--- src/rtl/bram_write_arbiter.sv ---
// bram_write_arbiter
// Round-robin arbiter that shares a single 32-bit BRAM write port among
// N_REQ result writers. The winning requester's address and data are
// captured once. The port is then held stable for WR_CYCLES clocks. The
// requester receives a one-cycle wr_done pulse in the following cycle.
// All outputs are registered. Reset is synchronous and active-high.
module bram_write_arbiter #(
  parameter int N_REQ     = 3,
  parameter int WR_CYCLES = 4
) (
  input  logic                clock,
  input  logic                reset,
  input  logic [N_REQ-1:0]    req,
  input  logic [N_REQ*32-1:0] req_addr,
  input  logic [N_REQ*32-1:0] req_din,
  output logic [N_REQ-1:0]    grant,
  output logic [N_REQ-1:0]    wr_done,
  output logic [31:0]         addr,
  output logic [31:0]         din,
  output logic [3:0]          we,
  output logic                ea,
  output logic                busy
);

  localparam int IDX_W = (N_REQ > 1) ? $clog2(N_REQ) : 1;

  localparam logic [1:0] ST_IDLE  = 2'd0;
  localparam logic [1:0] ST_WRITE = 2'd1;
  localparam logic [1:0] ST_DONE  = 2'd2;

  localparam logic [IDX_W-1:0] LAST_IDX  = IDX_W'(N_REQ - 1);
  localparam logic [IDX_W:0]   N_REQ_W   = (IDX_W + 1)'(N_REQ);
  localparam logic [3:0]       HOLD_INIT = 4'(WR_CYCLES - 1);
  localparam logic [N_REQ-1:0] ONE_HOT0  = {{(N_REQ - 1){1'b0}}, 1'b1};

  logic [1:0]       state_r;
  logic [IDX_W-1:0] rr_ptr_r;
  logic [IDX_W-1:0] cur_idx_r;
  logic [3:0]       hold_cnt_r;

  logic             sel_found_s;
  logic [IDX_W-1:0] sel_idx_s;
  logic [IDX_W-1:0] next_ptr_s;
  logic [31:0]      sel_addr_s;
  logic [31:0]      sel_din_s;

  // Round-robin scan: first asserted request at or after rr_ptr, wrapping modulo N_REQ
  always_comb begin
    logic [IDX_W:0] cand_v;
    logic           hit_v;
    sel_found_s = 1'b0;
    sel_idx_s   = '0;
    cand_v      = '0;
    hit_v       = 1'b0;
    for (int k = 0; k < N_REQ; k++) begin
      cand_v      = {1'b0, rr_ptr_r} + (IDX_W + 1)'(k);
      cand_v      = (cand_v >= N_REQ_W) ? (cand_v - N_REQ_W) : cand_v;
      hit_v       = !sel_found_s && req[cand_v[IDX_W-1:0]];
      sel_idx_s   = hit_v ? cand_v[IDX_W-1:0] : sel_idx_s;
      sel_found_s = sel_found_s | hit_v;
    end
  end

  // Winner's address/data mux and the pointer value that follows the current owner
  always_comb begin
    sel_addr_s = req_addr[32*sel_idx_s +: 32];
    sel_din_s  = req_din[32*sel_idx_s +: 32];
    if (cur_idx_r == LAST_IDX) begin
      next_ptr_s = '0;
    end else begin
      next_ptr_s = cur_idx_r + 1'b1;
    end
  end

  // Control FSM and all registered port outputs
  always_ff @(posedge clock) begin
    if (reset) begin
      state_r    <= ST_IDLE;
      rr_ptr_r   <= '0;
      cur_idx_r  <= '0;
      hold_cnt_r <= 4'd0;
      grant      <= '0;
      wr_done    <= '0;
      addr       <= 32'd0;
      din        <= 32'd0;
      we         <= 4'b0000;
      ea         <= 1'b0;
      busy       <= 1'b0;
    end else begin
      wr_done <= '0;
      case (state_r)
        ST_IDLE: begin
          if (sel_found_s) begin
            cur_idx_r  <= sel_idx_s;
            grant      <= ONE_HOT0 << sel_idx_s;
            addr       <= {sel_addr_s[31:2], 2'b00};
            din        <= sel_din_s;
            we         <= 4'b1111;
            ea         <= 1'b1;
            busy       <= 1'b1;
            hold_cnt_r <= HOLD_INIT;
            state_r    <= ST_WRITE;
          end else begin
            state_r <= ST_IDLE;
          end
        end
        ST_WRITE: begin
          if (hold_cnt_r == 4'd0) begin
            we                 <= 4'b0000;
            ea                 <= 1'b0;
            grant              <= '0;
            wr_done[cur_idx_r] <= 1'b1;
            state_r            <= ST_DONE;
          end else begin
            hold_cnt_r <= hold_cnt_r - 4'd1;
          end
        end
        ST_DONE: begin
          rr_ptr_r <= next_ptr_s;
          busy     <= 1'b0;
          state_r  <= ST_IDLE;
        end
        default: begin
          grant   <= '0;
          we      <= 4'b0000;
          ea      <= 1'b0;
          busy    <= 1'b0;
          state_r <= ST_IDLE;
        end
      endcase
    end
  end

endmodule

--- config.mk ---
export PLATFORM = sky130hd
export DESIGN_NAME = bram_write_arbiter
export DESIGN_NICKNAME = d
export VERILOG_FILES = /design/src/rtl/bram_write_arbiter.sv
export SDC_FILE = /design/constraint.sdc
export NUM_CORES = 1
export LEC_CHECK = 0
export CELL_PAD_IN_SITES_DETAIL_PLACEMENT = 1
export CELL_PAD_IN_SITES_GLOBAL_PLACEMENT = 1
export CORE_MARGIN = 10
export CORE_UTILIZATION = 30
export CTS_BUF_LIST = sky130_fd_sc_hd__clkbuf_8
export CTS_CLUSTER_SIZE = 8
export DETAILED_ROUTE_END_ITERATION = 6
export GPL_TIMING_DRIVEN = 1
export HOLD_SLACK_MARGIN = 0.02
export PLACE_DENSITY_LB_ADDON = 0.1
export SLEW_MARGIN = 20
export SYNTH_ARGS = -nofsm -noshare
export SYNTH_HDL_FRONTEND = slang
export SYNTH_SLANG_ARGS = --single-unit
--- constraint.sdc ---
create_clock -name clock -period 2.6 [get_ports clock]
set_clock_uncertainty 0.05 [all_clocks]
set_input_delay 0.52 -clock clock [delete_from_list [all_inputs] [get_ports clock]]
set_output_delay 0.52 -clock clock [all_outputs]
set_load 0.005 [all_outputs]
* Word-level counts from Yosys, hierarchy flattened *
Cells that the tools add are included.

cells by class
  $add $sub $neg = 7
  order comparisons = 8
  equal/unequal tests = 6
  shifts and indexed selects = 3
  mux-type cells = 31
  bitwise logic cells = 5
  reduce and logical (&&, ||, !) cells = 13

operators by type and width
  operator             count
  $shiftx 96x8->32     2
  $mux 2               8
  $mux 4               4
  $lt 2x3->1 const B   4
  $pmux 4 s3           1
  $pmux 3 s3           1
  $pmux 4 s2           1
  $mux 1               7
  $bmux 1 s2           3
  $ge 3x2->1 const B   2
  $mux 3               2
  $ne 2x2->1 const B   3
  $reduce_and 3->1     2
  $sub 2x2->2 const B  3
  $eq 2x2->1 const B   2
  $logic_not 4->1      1
  $pmux 2 s2           1
  $reduce_and 2->1     2
  $sub 4x1->4 const B  1
  $add 2x1->3 const B  1
  $add 2x2->3 const B  1
  $logic_and 1x1->1    3
  $not 1->1            3
  $pmux 1 s3           1
  other kinds (12)     14

word-level totals
  flip-flop bits (word level) = 84
  input port bits = 197
  output and inout bits = 76
  logic and storage cells = 84

* Depth between registers and ports, before layout *
Gate-level depths: netlist of run 1.

  depth after elaboration = 13
  mapped depth = 10
  depth with buffers taken out = 7

* Least setup slack after synthesis of run 1 *
No wires, ideal clock.

  path type = register to register
  from = reg rr_ptr_r[0]
  to = reg din[28]
  library setup time = 0.079 ns
  arrival time = 2.214 ns
  data required time = 2.471 ns
  setup slack = 0.256 ns
  cell stages (with the launch flop) = 11
  path buffers = 3
  period minus slack after synthesis = 2.344 ns
  cells stage by stage = dfxtp_1 -> inv_1 -> ha_1 -> buf_2 -> mux2i_1 -> o22ai_1 -> o31ai_2 -> buf_4 -> buf_2 -> mux2_2 -> o221ai_2

on the way
  word-level cells in the longest chain between the ends = 11
  elaborated cells between the ends (all ways) = 28
  those cells by class = 5 x add/sub; 3 x order compare; 1 x shift; 12 x mux; 2 x bitwise; 5 x reduce/logical

ends and longest elaborated chain
  what                                                                    RTL line  source
  start: declaration                                                      37        logic [IDX_W-1:0] rr_ptr_r;
  start signal: assignment                                                119       rr_ptr_r <= next_ptr_s;
  $add 2x1->3, or another cell as far along                               56        cand_v = {1'b0, rr_ptr_r} + (IDX_W + 1)'(k);
  $ge 3x2->1, or another cell as far along                                57        cand_v = (cand_v >= N_REQ_W) ? (cand_v - N_REQ_W) : cand_v;
  $mux 2 / $bmux 1 s2 (equally long branches)                             57, 58
  $bmux 1 s2 / $mux 1 (equally long branches)                             58        hit_v = !sel_found_s && req[cand_v[IDX_W-1:0]];
  $mux 1 (implied by the code) / $logic_not 1->1 (equally long branches)  58
  $logic_and 1x1->1                                                       58
  $or 1x1->1                                                              60        sel_found_s = sel_found_s | hit_v;
  $logic_not 1->1                                                         58
  $logic_and 1x1->1                                                       58
  $mux 2 / $or 1x1->1 (equally long branches)                             59, 60
  $shiftx 96x8->32 / $reduce_and 2->1 (equally long branches)             -
  end signal: assignment                                                  97        din <= sel_din_s;
  end: declaration                                                        19        output logic [31:0] din,

Parallel ways exist; a longest one is shown, timed or not. The select of a mux whose other input is x is not followed.
A chain may end at the register's enable or synchronous reset.

* Worst setup path in the final report of run 1 *
  from = reg rr_ptr_r[0]
  to = reg addr[7]

on the way
  word-level cells in the longest chain between the ends = 11
  elaborated cells between the ends (all ways) = 28
  those cells by class = 5 x add/sub; 3 x order compare; 1 x shift; 12 x mux; 2 x bitwise; 5 x reduce/logical

ends and longest elaborated chain
  what                                                                    RTL line  source
  $add 2x1->3, or another cell as far along                               56
  $ge 3x2->1, or another cell as far along                                57
  $mux 2 / $bmux 1 s2 (equally long branches)                             57, 58
  $bmux 1 s2 / $mux 1 (equally long branches)                             58
  $mux 1 (implied by the code) / $logic_not 1->1 (equally long branches)  58
  $logic_and 1x1->1                                                       58
  $or 1x1->1                                                              60
  $logic_not 1->1                                                         58
  $logic_and 1x1->1                                                       58
  $mux 2 / $or 1x1->1 (equally long branches)                             59, 60
  $shiftx 96x8->32 / $reduce_and 2->1 (equally long branches)             -
  end signal: assignment                                                  96        addr <= {sel_addr_s[31:2], 2'b00};
  end: declaration                                                        18        output logic [31:0] addr,

Parallel ways exist; a longest one is shown, timed or not. The select of a mux whose other input is x is not followed.

==> results of run 1 <==
==> state kept, by name (all words and copies together) (netlist names) <==
name / cells
state_r: 2
rr_ptr_r: 2
grant: 3
cur_idx_r: 2
wr_done: 3
din: 32
addr: 30
hold_cnt_r: 4
we: 1
busy: 1
==> synthesized netlist by cell type, types with 8 or more instances <==
cell type / n
o221ai_2: 30
buf_4: 12
nand3_1: 64
nor2_1: 16
o2111ai_1: 8
nor2b_1: 68
mux2_1: 8
inv_1: 61
dfxtp_1: 80
buf_2: 23
mux2_2: 54
o221ai_1: 25
nand2b_1: 62
nand4_1: 63
clkbuf_1: 42
==> how the worst min path moves through the flow <==
| stage | endpoint | cells past startpoint |
|---|---|---|
| 2_1_floorplan | wr_done[2] | 1 |
| 3_3_place_gp | busy | 2 |
| 3_5_place_dp | grant[2] | 2 |
| 4_1_cts | grant[2] | 2 |
| 5_1_grt | busy | 3 |
| 6_report | grant[2] | 2 |
==> timing repair <==
item / 4_1_cts / 5_1_grt
pin swaps: 1 / 3
buffers inserted: 1 / 2
cloned: 1 / 1
gates resized for setup: 8 / 9
endpoints found under the setup margin: 59 / 62
==> power groups by stage <==
stage / Clock, mW / Sequential [mW] / Combinational, mW
after floorplan: 0 / 1.60 / 1.04
after global placement: 0 / 1.59 / 2.21
after detailed placement: 0 / 1.61 / 2.25
after CTS: 0.954 / 1.58 / 2.33
after global routing: 1.01 / 1.61 / 2.51
final: 0.917 / 1.58 / 2.34
==> final cells by class <==
class / count / area (um^2) / area share [%]
diodes: 3 / 7.51 / 0.0819
clock buffers: 9 / 124 / 1.35
clock inverters: 7 / 57.6 / 0.628
inverters: 61 / 229 / 2.50
multi-input cells: 468 / 3650 / 39.8
flip-flops and latches: 80 / 1600 / 17.5
well taps: 260 / 325 / 3.55
repair buffers: 306 / 3170 / 34.6
==> logic make-up after synthesis <==
kind of cell / share of synthesized area (%)
AND/OR/NAND/NOR: 29.8
buffers and inverters: 10.6
AO/OA/AOI/OAI: 17.9
flip-flops: 27.7
multiplexers: 12.6
adder cells (fa/ha/maj): 1.08
XOR/XNOR: 0.303
other: 0.0648
==> stage by stage <==
stage	std cells	util, %
floorplan	690	-
global placement	1170	46.8
detailed placement	1170	46.8
CTS	1188	48.2
global route	1193	48.7
finish	1194	48.7
==> metal layers <==
metal	routed length, um	part of all wire [%]	vias up	global-route usage [%]
li1	-	-	2943	-
met4	597	2.3	0	7.83
met1	10800	41	3126	21.9
met2	13200	50	198	33.9
met5	0	0	-	0
met3	1860	7.0	33	6.48
==> worst reg2reg max path, cell delays in order (launching register included) <==
cell and delay (ns):
dfxtp_2 0.39, inv_1 0.11, ha_4 0.35, mux2i_4 0.26, o22a_1 0.19, a32oi_2 0.15, buf_4 0.17, o211ai_4 0.20
buf_12 0.15, buf_12 0.18, o221ai_1 0.15
==> impl_metrics.toml, run 1 <==
[grt]
grt_max_degree = 137
grt_pass1_vias = 6992
grt_usage_pct = 19.7
overflow = 0
antenna_found_initial = 3
grt_first_pass_wirelength_mm = 40.5

[synth]
yosysUniqueCellTypes = 48
synthCells = 689
synth_area_um2 = 5790
yosys-top-cells-area = "dfxtp_1 28%, mux2_2 11%, o221ai_2 7.8%, nor2b_1 7.3%, nand4_1 6.8%"
synth-edff-count = 0
ys_seq_area_share_pct = 27.7
ys_async_sr_fraction_pct = 0
syn_area_per_cell_um2 = 8.40
synth_flop_cell = "dfxtp_1"
synth_top_area_cell = "dfxtp_1"
ys_ff_latch = 80
synth_warnings = 0
synth_top_area_share_pct = 27.7

[floorplan]
die_w_um = 159
core.rowCount = 50
dieArea_um2 = 25200
core_area_um2 = 18800
fp.dieH_um = 159
start_util_pct = 30.7
ios = 273

[clock_tree]
clk_latency_ns = 0.37
clk_pin_slew_worst_paths_ns = 0.10
h-tree-depth = 3
clock_sinks = 80
root_buffer = "clkbuf_8"
cts_tree = "yes"
cts.path.max_buffers = 2
holdBufCountCts = 0
cts_buffers = 9

[sta]
fin_crit_ns = 2.47
fmax_mhz = 405
setup_ws_ns = 0.133
setup_viol = 0
fin_tns_setup_ns = 0
min_period_over_period_pct = 94.9
relSlewSlack_pct = 53.0
worst_pin_slew_ns = 0.705
final-hold-violation-count = 0
report.final.slew_viol_count = 0
whs_ns = 0.436

[final_layout]
final_cell_area_um2 = 9170
drive_above_1_share_pct = 17.4
mostFrequentLayoutCells = "262 x clkdlybuf4s50_1, 78 x dfxtp_1, 67 x nor2b_1"
layout_commonest_cell = "clkdlybuf4s50_1"
fillers = 2159
nNetsFinal = 1128
area_delta_synth_final_pct = 58.4

[critical_path]
worstSetupEndpoint = "addr[7]"
crit_fanout = 20
critical_path.max_stage_delay_ns = 0.39
rr_worst_depth = 10
cp-end-kind = "register"
critPathArrivalTime_ns = 2.67
cpMaxStageDelayCell = "dfxtp_2"
timing.rr.end = "addr[7]"
required_ns = 2.80
startpoint = "rr_ptr_r[0]"
crit_family = "compound AO/OA/AOI/OAI gates"
r2r-start = "rr_ptr_r[0]"
crit_top_cell = "buf_12"
path_depth = 10
crit_chain = "inv_1 > ha_4 > mux2i_4 > o22a_1 > a32oi_2 > buf_4 > o211ai_4 > buf_12 > buf_12 > o221ai_1"
r2r_slack_ns = 0.13
path_class = "register to register"
worstSetupStartpointType = "register"
crit_buf_inv = 4

[power]
pwr-share-clk_pct = 18.9
switching_share_pct = 36.6
p_seq_share_pct = 32.6
p_leak_nw = 3.17
power.internal_mw = 3.07
p_comb_share_pct = 48.4
totalPowerFinal_mw = 4.84
ir_drop_mv = 0.251
power_density_nw_per_um2 = 528
power.switching_mw = 1.77

[placement]
dpl_cell_area_um2 = 8820
hpwl_mm = 18.6
numPortBuffers = 264
place_ws_ns = -0.202
gp_congestion = 0.790

[min_path]
hp-class = "register to register"
min_from = "grant[2]"

[route]
drcViolationCount = 0
viasPerCell = 5.28
routed_wl_mm = 26.5
drt_pass1_iterations = 4
vias = 6300
ant_nets = 0
dr.first_iter.drc_count = 280
wire_per_inst_um = 22.2

[run_status]
status = "completed"

[job]
maxCapViolations = 0
No activity file was read; power rests on OpenSTA's default activity.
==> run 2: changes to the inputs <==
- REMOVE_ABC_BUFFERS: unset -> 1
==> run 2 against run 1 <==
Effect of this change:
- total power is 0.34% higher
- via count is 0.21% lower
- non-clock buffer count is 2 higher
- clock-buffer cell count stayed put
- sequential power hardly changed
- worst hold slack better by 0.0092 ns
- global-route usage is 0.43 points higher
- die area stayed put
- highest routed layer is now met5
==> impl_metrics.toml, run 2 (synthesized netlist as in run 1, its figures left out) <==
[run_status]
status = "completed"

[placement]
hpwl_mm = 19.1
numPortBuffers = 264
dp_cells = 1166
gp_congestion = 0.850

[power]
power.internal_mw = 3.06
power.switching_mw = 1.80
power_density_nw_per_um2 = 530
ir_drop_mv = 0.263
pwr-share-clk_pct = 19.5
totalPowerFinal_mw = 4.86
p_leak_nw = 3.17
p_seq_share_pct = 32.4
p_comb_share_pct = 48.0
switching_share_pct = 37.0

[critical_path]
r2r_slack_ns = 0.05
startpoint = "rr_ptr_r[0]"
worstSetupEndpoint = "din[7]"
worstSetupStartpointType = "register"
path_depth = 9
crit_fanout = 32
critical_path.max_stage_delay_ns = 0.38
crit_buf_inv = 3
timing.rr.end = "din[7]"
cpMaxStageDelayCell = "dfxtp_1"
crit_chain = "inv_1 > ha_4 > mux2i_2 > o22ai_1 > o31ai_4 > buf_4 > buf_12 > mux2_2 > o221ai_2"
r2r-start = "rr_ptr_r[0]"
critPathArrivalTime_ns = 2.80
cp-end-kind = "register"
required_ns = 2.85
crit_family = "multiplexers"
path_class = "register to register"
rr_worst_depth = 9

[grt]
antenna_found_initial = 5
overflow = 0
grt_first_pass_wirelength_mm = 40.9
grt_usage_pct = 20.1
grt_pass1_vias = 7170
grt_max_degree = 72

[final_layout]
regMostFlops = "din"
reg.largest.list = "din (32), addr (30), hold_cnt_r (4)"
fillers = 2143
mostFrequentLayoutCells = "262 x clkdlybuf4s50_1, 79 x dfxtp_1, 68 x nor2b_1"
nNetsFinal = 1130
area_delta_synth_final_pct = 58.2
final_core_util_pct = 48.6
fin_cells = 1197
drive_above_1_share_pct = 17.0
layout_commonest_cell = "clkdlybuf4s50_1"
largest_reg_flops = 32

[sta]
fmax_mhz = 392
relSlewSlack_pct = 46.6
min_period_over_period_pct = 98.1
report.final.slew_viol_count = 0
worst_pin_slew_ns = 0.801
setup_viol = 0
fin_crit_ns = 2.55
final-hold-violation-count = 0

[route]
vias = 6287
viasPerCell = 5.25
drt_pass1_iterations = 6
routed_wl_mm = 27.1
drcViolationCount = 0
ant_nets = 0
wire_per_inst_um = 22.6
dr.first_iter.drc_count = 325

[floorplan]
start_util_pct = 30.7
core_area_um2 = 18800
fp.dieH_um = 159
ios = 273
die_w_um = 159
dieArea_um2 = 25200
core.rowCount = 50

[clock_tree]
h-tree-depth = 3
clk_pin_slew_worst_paths_ns = 0.11
cts_buffers = 9
clk_latency_ns = 0.38
cts.path.max_buffers = 2
clock_sinks = 80
cts_tree = "yes"
root_buffer = "clkbuf_8"

[job]
maxCapViolations = 0

[min_path]
hp-class = "register to register"
-- run 2: cell types whose count changed in the layout (fill, tap and decap cells not counted), moves of 2 or more --
cell / delta
clkinv_4: -3
buf_4: +3
mux2i_2: +2
inv_6: +2
-- run 2: metrics by stage --
stage / TNS (ns) / instance area [um^2] / setup slack, ns / hold WS, ns
floorplan: -149.40 / 5410 / -2.29 / 0.407
global placement: -5.66 / 8810 / -0.142 / 0.408
detailed placement: -12.72 / 8810 / -0.291 / 0.425
CTS: 0 / 9040 / 0.0258 / 0.448
global route: -1.13 / 9160 / -0.0742 / 0.473
finish: 0 / 9160 / 0.0499 / 0.445
-- run 2: timing repair --
item / in CTS / in global routing
hold buffers: 0 / 0
cloned: 1 / 2
gates resized for setup: 2 / 4
buffers inserted: 3 / 5
endpoints found under the setup margin: 21 / 63
pin swaps: 1 / 3
-- run 2: final cells by class --
cell class / instances / area [um^2] / area share [%]
diodes: 4 / 10.0 / 0.109
clock buffers: 9 / 124 / 1.35
clock inverters: 7 / 60.1 / 0.656
inverters: 61 / 229 / 2.50
multi-input cells: 468 / 3610 / 39.4
flip-flops and latches: 80 / 1600 / 17.5
well taps: 260 / 325 / 3.55
repair buffers: 308 / 3200 / 34.9
-- run 2: tightest hold or removal path: cells and delay by family (launching register included) --
family,cells,cell delay (ns)
flip-flops,1,0.35
AND/OR/NAND/NOR,2,0.12
-- run 2: worst min-delay path by stage --
stage | startpoint | end | depth (start not counted)
finish | busy | busy | 2
global route | cur_idx_r[0] | wr_done[2] | 1
CTS | cur_idx_r[0] | wr_done[2] | 1
detailed placement | busy | busy | 2
global placement | busy | busy | 2
floorplan | hold_cnt_r[0] | hold_cnt_r[0] | 1
-- run 2: power by group through the flow --
stage	Combinational (mW)	Clock (mW)	Sequential (mW)
2_1_floorplan	0.917	0	1.60
3_3_place_gp	2.19	0	1.59
3_5_place_dp	2.25	0	1.60
4_1_cts	2.29	0.976	1.58
5_1_grt	2.51	1.03	1.60
6_report	2.33	0.948	1.57
-- run 2: layer usage --
layer | global-route usage [%] | vias up | part of all wire, % | wire (um)
li1 | - | 2957 | - | -
met1 | 21.7 | 3124 | 40 | 10800
met2 | 35.5 | 175 | 51 | 13800
met3 | 7.88 | 29 | 7.5 | 2040
met4 | 5.94 | 2 | 1.5 | 408
met5 | 0 | - | 0.063 | 17
==> edit 1: new RTL, settings of run 1 <==
Change the parameter `N_REQ` from 3 to 6.
--- a/src/rtl/bram_write_arbiter.sv
+++ b/src/rtl/bram_write_arbiter.sv
@@ -5,7 +5,7 @@
 // requester receives a one-cycle wr_done pulse in the following cycle.
 // All outputs are registered. Reset is synchronous and active-high.
 module bram_write_arbiter #(
-  parameter int N_REQ     = 3,
+  parameter int N_REQ     = 6,
   parameter int WR_CYCLES = 4
 ) (
   input  logic                clock,
Interface: changed (5 resized); port bits go from 273 to 474. The function was not compared with the original's and may differ.
==> edit 1 against run 1 <==
The flow now finishes with violations (negative setup slack); sequential share of layout area is 6.1 points lower; first-iteration DRC count is 130% higher; sequential cell count is 8 higher; via count is 68% higher; power is 110% higher; area after synthesis is 26% higher; wire length is 100% higher; global-route usage is 9.9 points higher; critical path depth is 7 higher; design area is 69% higher; worst setup slack worse by 1.3 ns; largest power group unchanged; highest routed layer unchanged.
==> edit 1: results (changes against run 1) <==
| Step | Parameter | Value | vs run 1 |
| --- | --- | --- | --- |
| clock tree | Clock-pin transition on the worst setup and hold timing paths | 0.11 ns |  |
| clock tree | Clock network latency to the later pin of the worst-skew pair | 0.38 ns |  |
| power and ir drop | Combinational gate power | 7.40 mW | +220% |
| grt | Global-route track usage on met1 | 31.0% | +9.2 points |
| grt | Antenna violations before repair | 15 | +12 |
| synthesis | Sequential fraction of the synthesis area | 24.2% | -3.5 points |
| placement | Final RePlAce weighted congestion | 0.919 | +16% |
| placement | Final HPWL from detailed placement | 36300 um | +95% |
| run status | Violations in the final reports | negative setup slack |  |
| synthesis | Dominant cells by area after synthesis | sky130_fd_sc_hd__dfxtp_1 (24%), sky130_fd_sc_hd__mux2i_1 (17%), sky130_fd_sc_hd__nand2_1 (7.4%), sky130_fd_sc_hd__nor2_1 (7.4%), sky130_fd_sc_hd__o31a_1 (7.2%) |  |
| drt | WL/cell | 28.4 um | +28% |
| grt | Sum of overflow across all layers after global routing | 0 | unchanged |
| layout | Non-clock buffers | 668 | +120% |
| drt | Pre-antenna DRT Iters | 5 | +1 |
| run status | Run status | complete, but fails checks |  |
| power and ir drop | Cell leakage power | 6.38 nW | +100% |
| layout | Total area of sequential cells | 1770 um^2 | +10% |
| power and ir drop | Net load switching power | 4.19 mW | +140% |
| grt | Maximum number of pins on one net before global-route repair | 65 | -53% |
| synthesis | Number of distinct library cells after synthesis | 68 | +42% |
| layout | Non-clock buffer area fraction after layout | 46.5% | +12 points |
| grt | First-pass GRT wire length | 70300 um | +74% |
| layout | Layout multi-input combinational cell count | 776 | +66% |
| layout | Filler Cell Count | 2678 | +24% |
| synthesis | Most common library cells after synthesis | sky130_fd_sc_hd__nand2_1 (143), sky130_fd_sc_hd__nor2_1 (143), sky130_fd_sc_hd__mux2i_1 (126) |  |
| layout | Layout clock area frac | 1.39% | -0.58 points |
| drt | Vias after detailed routing | 10566 | +68% |
| synthesis | Average cell area after synthesis | 7.53 um^2 | -10% |
| critical path | Critical Path Fanout Max | 8 | -60% |
| timing | Final WS setup | -1.13 ns | -1.27 ns |
| timing | Setup tns final | -74.70 ns | -74.70 ns |
| layout | Final-stage net count | 1954 | +73% |
| layout | Layout-stage area growth over the synthesis result | 113% |  |
| layout | Non-clk invs | 10 | -84% |
| placement | Number of port buffers | 459 | +74% |
| layout | Leading registers by flop count | din x32, addr x30 |  |
| placement | Dpl cell area | 13100 um^2 | +49% |
| drt | Violation count after the first detailed-route iteration | 631 | +130% |
| power and ir drop | Clock network power consumption | 1.10 mW | +20% |
| layout | Antenna cell count | 14 | +11 |
| timing | Worst rel slew slack | 59.1% | +6.2 points |
| critical path | Data arrival time of the critical path | 3.97 ns | +1.30 ns |
| power and ir drop | Peak supply drop | 0.442 mV | +76% |
| layout | Share of post-route cells with drive strength above 1 | 23.6% | +6.2 points |
| grt | Total routing resource utilization after global routing | 29.6% | +9.9 points |
| timing | Number of endpoints failing setup at the final stage | 78 | +78 |
| grt | Global routing usage on met2 | 54.2% | +20 points |
| clock tree | Sink Count | 88 | +10% |
edit 1: cell count changes after synthesis, sizes merged, moves of 12 or more:
cell	delta
nor2	+127
mux2	-50
nand4	-55
inv	-51
buf	+12
o31a	+59
nor2b	-66
nand2	+138
nand2b	-54
mux2i	+125
nand3	-56
o22ai	+60
a21oi	+70
o221ai	-55
edit 1: routing by layer:
metal / vias to the layer above / part of all wire [%] / wire, um
met4: 0 / 4.9 / 2610
met5: - / 0 / 0
met3: 129 / 6.9 / 3690
met2: 462 / 51 / 27600
met1: 5290 / 37 / 19800
li1: 4685 / - / -
edit 1: critical path, stage by stage, from the launching register on:
cell and delay [ns]:
sky130_fd_sc_hd__dfxtp_4 0.39, sky130_fd_sc_hd__buf_6 0.13, sky130_fd_sc_hd__ha_4 0.19, sky130_fd_sc_hd__buf_4 0.18
sky130_fd_sc_hd__a211oi_2 0.24, sky130_fd_sc_hd__a21boi_1 0.09, sky130_fd_sc_hd__buf_4 0.17, sky130_fd_sc_hd__a21boi_4 0.15
sky130_fd_sc_hd__nor3_4 0.30, sky130_fd_sc_hd__buf_4 0.19, sky130_fd_sc_hd__nor3_4 0.04, sky130_fd_sc_hd__buf_6 0.13
sky130_fd_sc_hd__a2111oi_4 0.41, sky130_fd_sc_hd__buf_4 0.20, sky130_fd_sc_hd__buf_12 0.16, sky130_fd_sc_hd__clkbuf_16 0.18
sky130_fd_sc_hd__o22ai_1 0.11, sky130_fd_sc_hd__o31a_1 0.30
edit 1: stage by stage:
stage / setup WS, ns / instances / power [mW]
floorplan: -1.07 / 967 / 4.58
global placement: -1.32 / 1784 / 7.10
detailed placement: -1.45 / 1784 / 7.23
CTS: -0.920 / 1848 / 9.35
global route: -1.21 / 1890 / 10.8
finish: -1.13 / 1891 / 10.4
edit 1: cell families (layout without fill, tap and decap cells):
logic type	Yosys count	count (layout)	share of synthesized area, %
multiplexers	142	142	20.2
adder cells (fa/ha/maj)	9	9	1.55
flip-flops	88	88	24.2
other	1	16	0.0515
AO/OA/AOI/OAI	260	260	24.9
buffers and inverters	103	694	7.43
XOR/XNOR	8	8	1.07
AND/OR/NAND/NOR	355	355	20.6
edit 1: timing repair:
item,CTS,global route
pin swaps,42,48
setup endpoints to repair,78,78
gates resized for setup,118,134
cloned,13,10
buffers inserted,35,24
edit 1: worst paths after layout:
| kind | start | endpoint | slack (ns) | depth (start not counted) |
|---|---|---|---|---|
| setup / recovery | rr_ptr_r[1] | din[9] | -1.13 | 17 |
| hold reg to reg | grant[1] | grant[1] | 0.43 | 2 |
| hold / removal | grant[1] | grant[1] | 0.43 | 2 |
| setup reg to reg | rr_ptr_r[1] | din[9] | -1.13 | 17 |
==> edit 2: new RTL, settings of run 1 <==
Made on the original files. Reset style: asynchronous (`reset`), changed in one clocked block.
--- a/src/rtl/bram_write_arbiter.sv
+++ b/src/rtl/bram_write_arbiter.sv
@@ -73,7 +73,7 @@
   end
 
   // Control FSM and all registered port outputs
-  always_ff @(posedge clock) begin
+  always_ff @(posedge clock or posedge reset) begin
     if (reset) begin
       state_r    <= ST_IDLE;
       rr_ptr_r   <= '0;
Check against the original RTL: differs if reset is asserted again (counterexample within 4 cycles, from zero or initial values and one cycle with reset high); with reset held inactive, the same outputs for 4 cycles.
==> edit 2 against run 1 <==
Wire length down 23%; sequential share of layout area up 7.2 points; synthesized cell count down 34%; critical path type unchanged; design area down 12%; fmax down 2.5%; area after synthesis down 19%; highest routed layer unchanged; worst setup slack worse by 0.064 ns; sequential cell count unchanged; die area down 16%; final cell count down 22%.
Power is not compared: it rests on default switching activity, and its combinational part moved more than twofold at a synthesized area within 25%.
==> edit 2: results (changes against run 1) <==
| Step | Parameter | Value | vs run 1 |
| --- | --- | --- | --- |
| synthesis | Asr flop ratio synth | 100% | +100 points |
| grt | Met3 global-route usage | 8.72% | +2.2 points |
| grt | Total routing resource utilization after global routing | 18.2% | -1.5 points |
| synthesis | Most used flip-flop cell after synthesis | sky130_fd_sc_hd__dfrtp_1 |  |
| layout | Non-clk invs | 8 | -87% |
| critical path | Worst reg2reg path endpoint | din[17] |  |
| layout | Layout multi-input combinational cell count | 323 | -31% |
| hold path | WHS Endpoint | hold_cnt_r[0] |  |
| layout | Non-clock buffers | 299 | -2.3% |
| timing | Worst rel slew slack | 63.4% | +10 points |
| grt | First-pass GRT wire length | 30400 um | -25% |
| hold path | Cell depth of the worst min-delay path | 1 | -1 |
| hold path | Startpoint of the worst hold path | hold_cnt_r[0] |  |
| grt | Number of global-route vias before repair | 5177 | -26% |
| layout | Non-clock buffer area fraction after layout | 38.9% | +4.3 points |
| layout | Clock buffer count | 12 | +3 |
| layout | Total area of sequential cells | 2000 um^2 | +25% |
| synthesis | Post-synthesis share of cell area spent on full adders, half adders and majority gates | 1.33% | +0.25 points |
| timing | Final-layout worst hold slack | 0.447 ns | +0.0111 ns |
| critical path | Critical-path cell with the highest stage delay | sky130_fd_sc_hd__dfrtp_1 |  |
| synthesis | Xor-xnor portion of the synthesized cell area | 0.372% | +0.069 points |
| timing | Final period utilization | 97.3% | +2.5 points |
| run status | Run status | complete, no violations |  |
| placement | Final HPWL from detailed placement | 15800 um | -15% |
| critical path | Flop2flop setup slack | 0.07 ns | -0.06 ns |
| grt | Antenna violations before repair | 1 | -2 |
| synthesis | Dominant cells by area after synthesis | sky130_fd_sc_hd__dfrtp_1 (42%), sky130_fd_sc_hd__mux2i_1 (14%), sky130_fd_sc_hd__o211ai_1 (9.9%), sky130_fd_sc_hd__nand3_2 (7.9%), sky130_fd_sc_hd__nand2_1 (5.6%) |  |
| drt | Violation count after the first detailed-route iteration | 210 | -25% |
| layout | Filler Cell Count | 1680 | -22% |
| critical path | Data arrival time of the critical path | 2.71 ns | +0.04 ns |
| layout | Antenna cell count | 0 | -3 |
| grt | Maximum number of pins on one net before global-route repair | 38 | -72% |
| drt | Via-to-Cell Ratio | 4.89 | -7.3% |
| synthesis | Portion of netlist area occupied by mux cells | 15.2% | +2.6 points |
| layout | Layout clock area frac | 2.67% | +0.69 points |
| grt | Global routing usage on met2 | 31.0% | -2.9 points |
| critical path | Crit path launch | rr_ptr_r[1] |  |
| grt | Global-route track usage on met1 | 19.8% | -2.1 points |
| layout | Share of post-route cells with drive strength above 1 | 15.2% | -2.2 points |
| critical path | Worst path top cell family by delay | multiplexers |  |
| drt | WL/cell | 21.7 um | -2.2% |
| layout | Fraction of area in multi-input gates | 30.1% | -9.7 points |
## edit 2: changes by cell type in the layout (fill, tap and decap cells not counted), moves of 25 or more
cell                       change
sky130_fd_sc_hd__nand3_1      -36
sky130_fd_sc_hd__inv_1        -54
sky130_fd_sc_hd__o221ai_2     -29
sky130_fd_sc_hd__nand2b_1     -61
sky130_fd_sc_hd__mux2_2       -53
sky130_fd_sc_hd__o221ai_1     -25
sky130_fd_sc_hd__nor2b_1      -62
sky130_fd_sc_hd__o211ai_1     +55
sky130_fd_sc_hd__nand2_1      +64
sky130_fd_sc_hd__nand4_1      -63
sky130_fd_sc_hd__dfxtp_1      -78
sky130_fd_sc_hd__nand3_2      +37
sky130_fd_sc_hd__dfrtp_1      +80
sky130_fd_sc_hd__mux2i_1      +59
## edit 2: per-stage QoR
stage / power, mW / cells / area (um^2)
2_1_floorplan: 5.46 / 453 / 4720
3_3_place_gp: 7.96 / 916 / 7720
3_5_place_dp: 8.16 / 916 / 7720
4_1_cts: 9.32 / 933 / 7980
5_1_grt: 10.2 / 937 / 8110
6_report: 9.50 / 937 / 8110
## edit 2: what timing repair did
action / in CTS / in global routing
gates resized for setup: 5 / 10
pin swaps: 0 / 1
gates cloned: 1 / 2
endpoints found under the hold margin: 0 / 0
setup buffers: 0 / 2
setup endpoints to repair: 54 / 57
## edit 2: layer usage
| layer | up-vias | part of all wire [%] |
|---|---|---|
| li1 | 2154 | - |
| met1 | 2230 | 39 |
| met2 | 182 | 50 |
| met3 | 19 | 9.6 |
| met4 | 0 | 1.3 |
| met5 | - | 0 |
## edit 2: power breakdown
group	switching [mW]	internal, mW	total, mW
sequential	0.339	1.84	2.18
clock	0.496	0.523	1.02
combinational	3.06	3.24	6.30
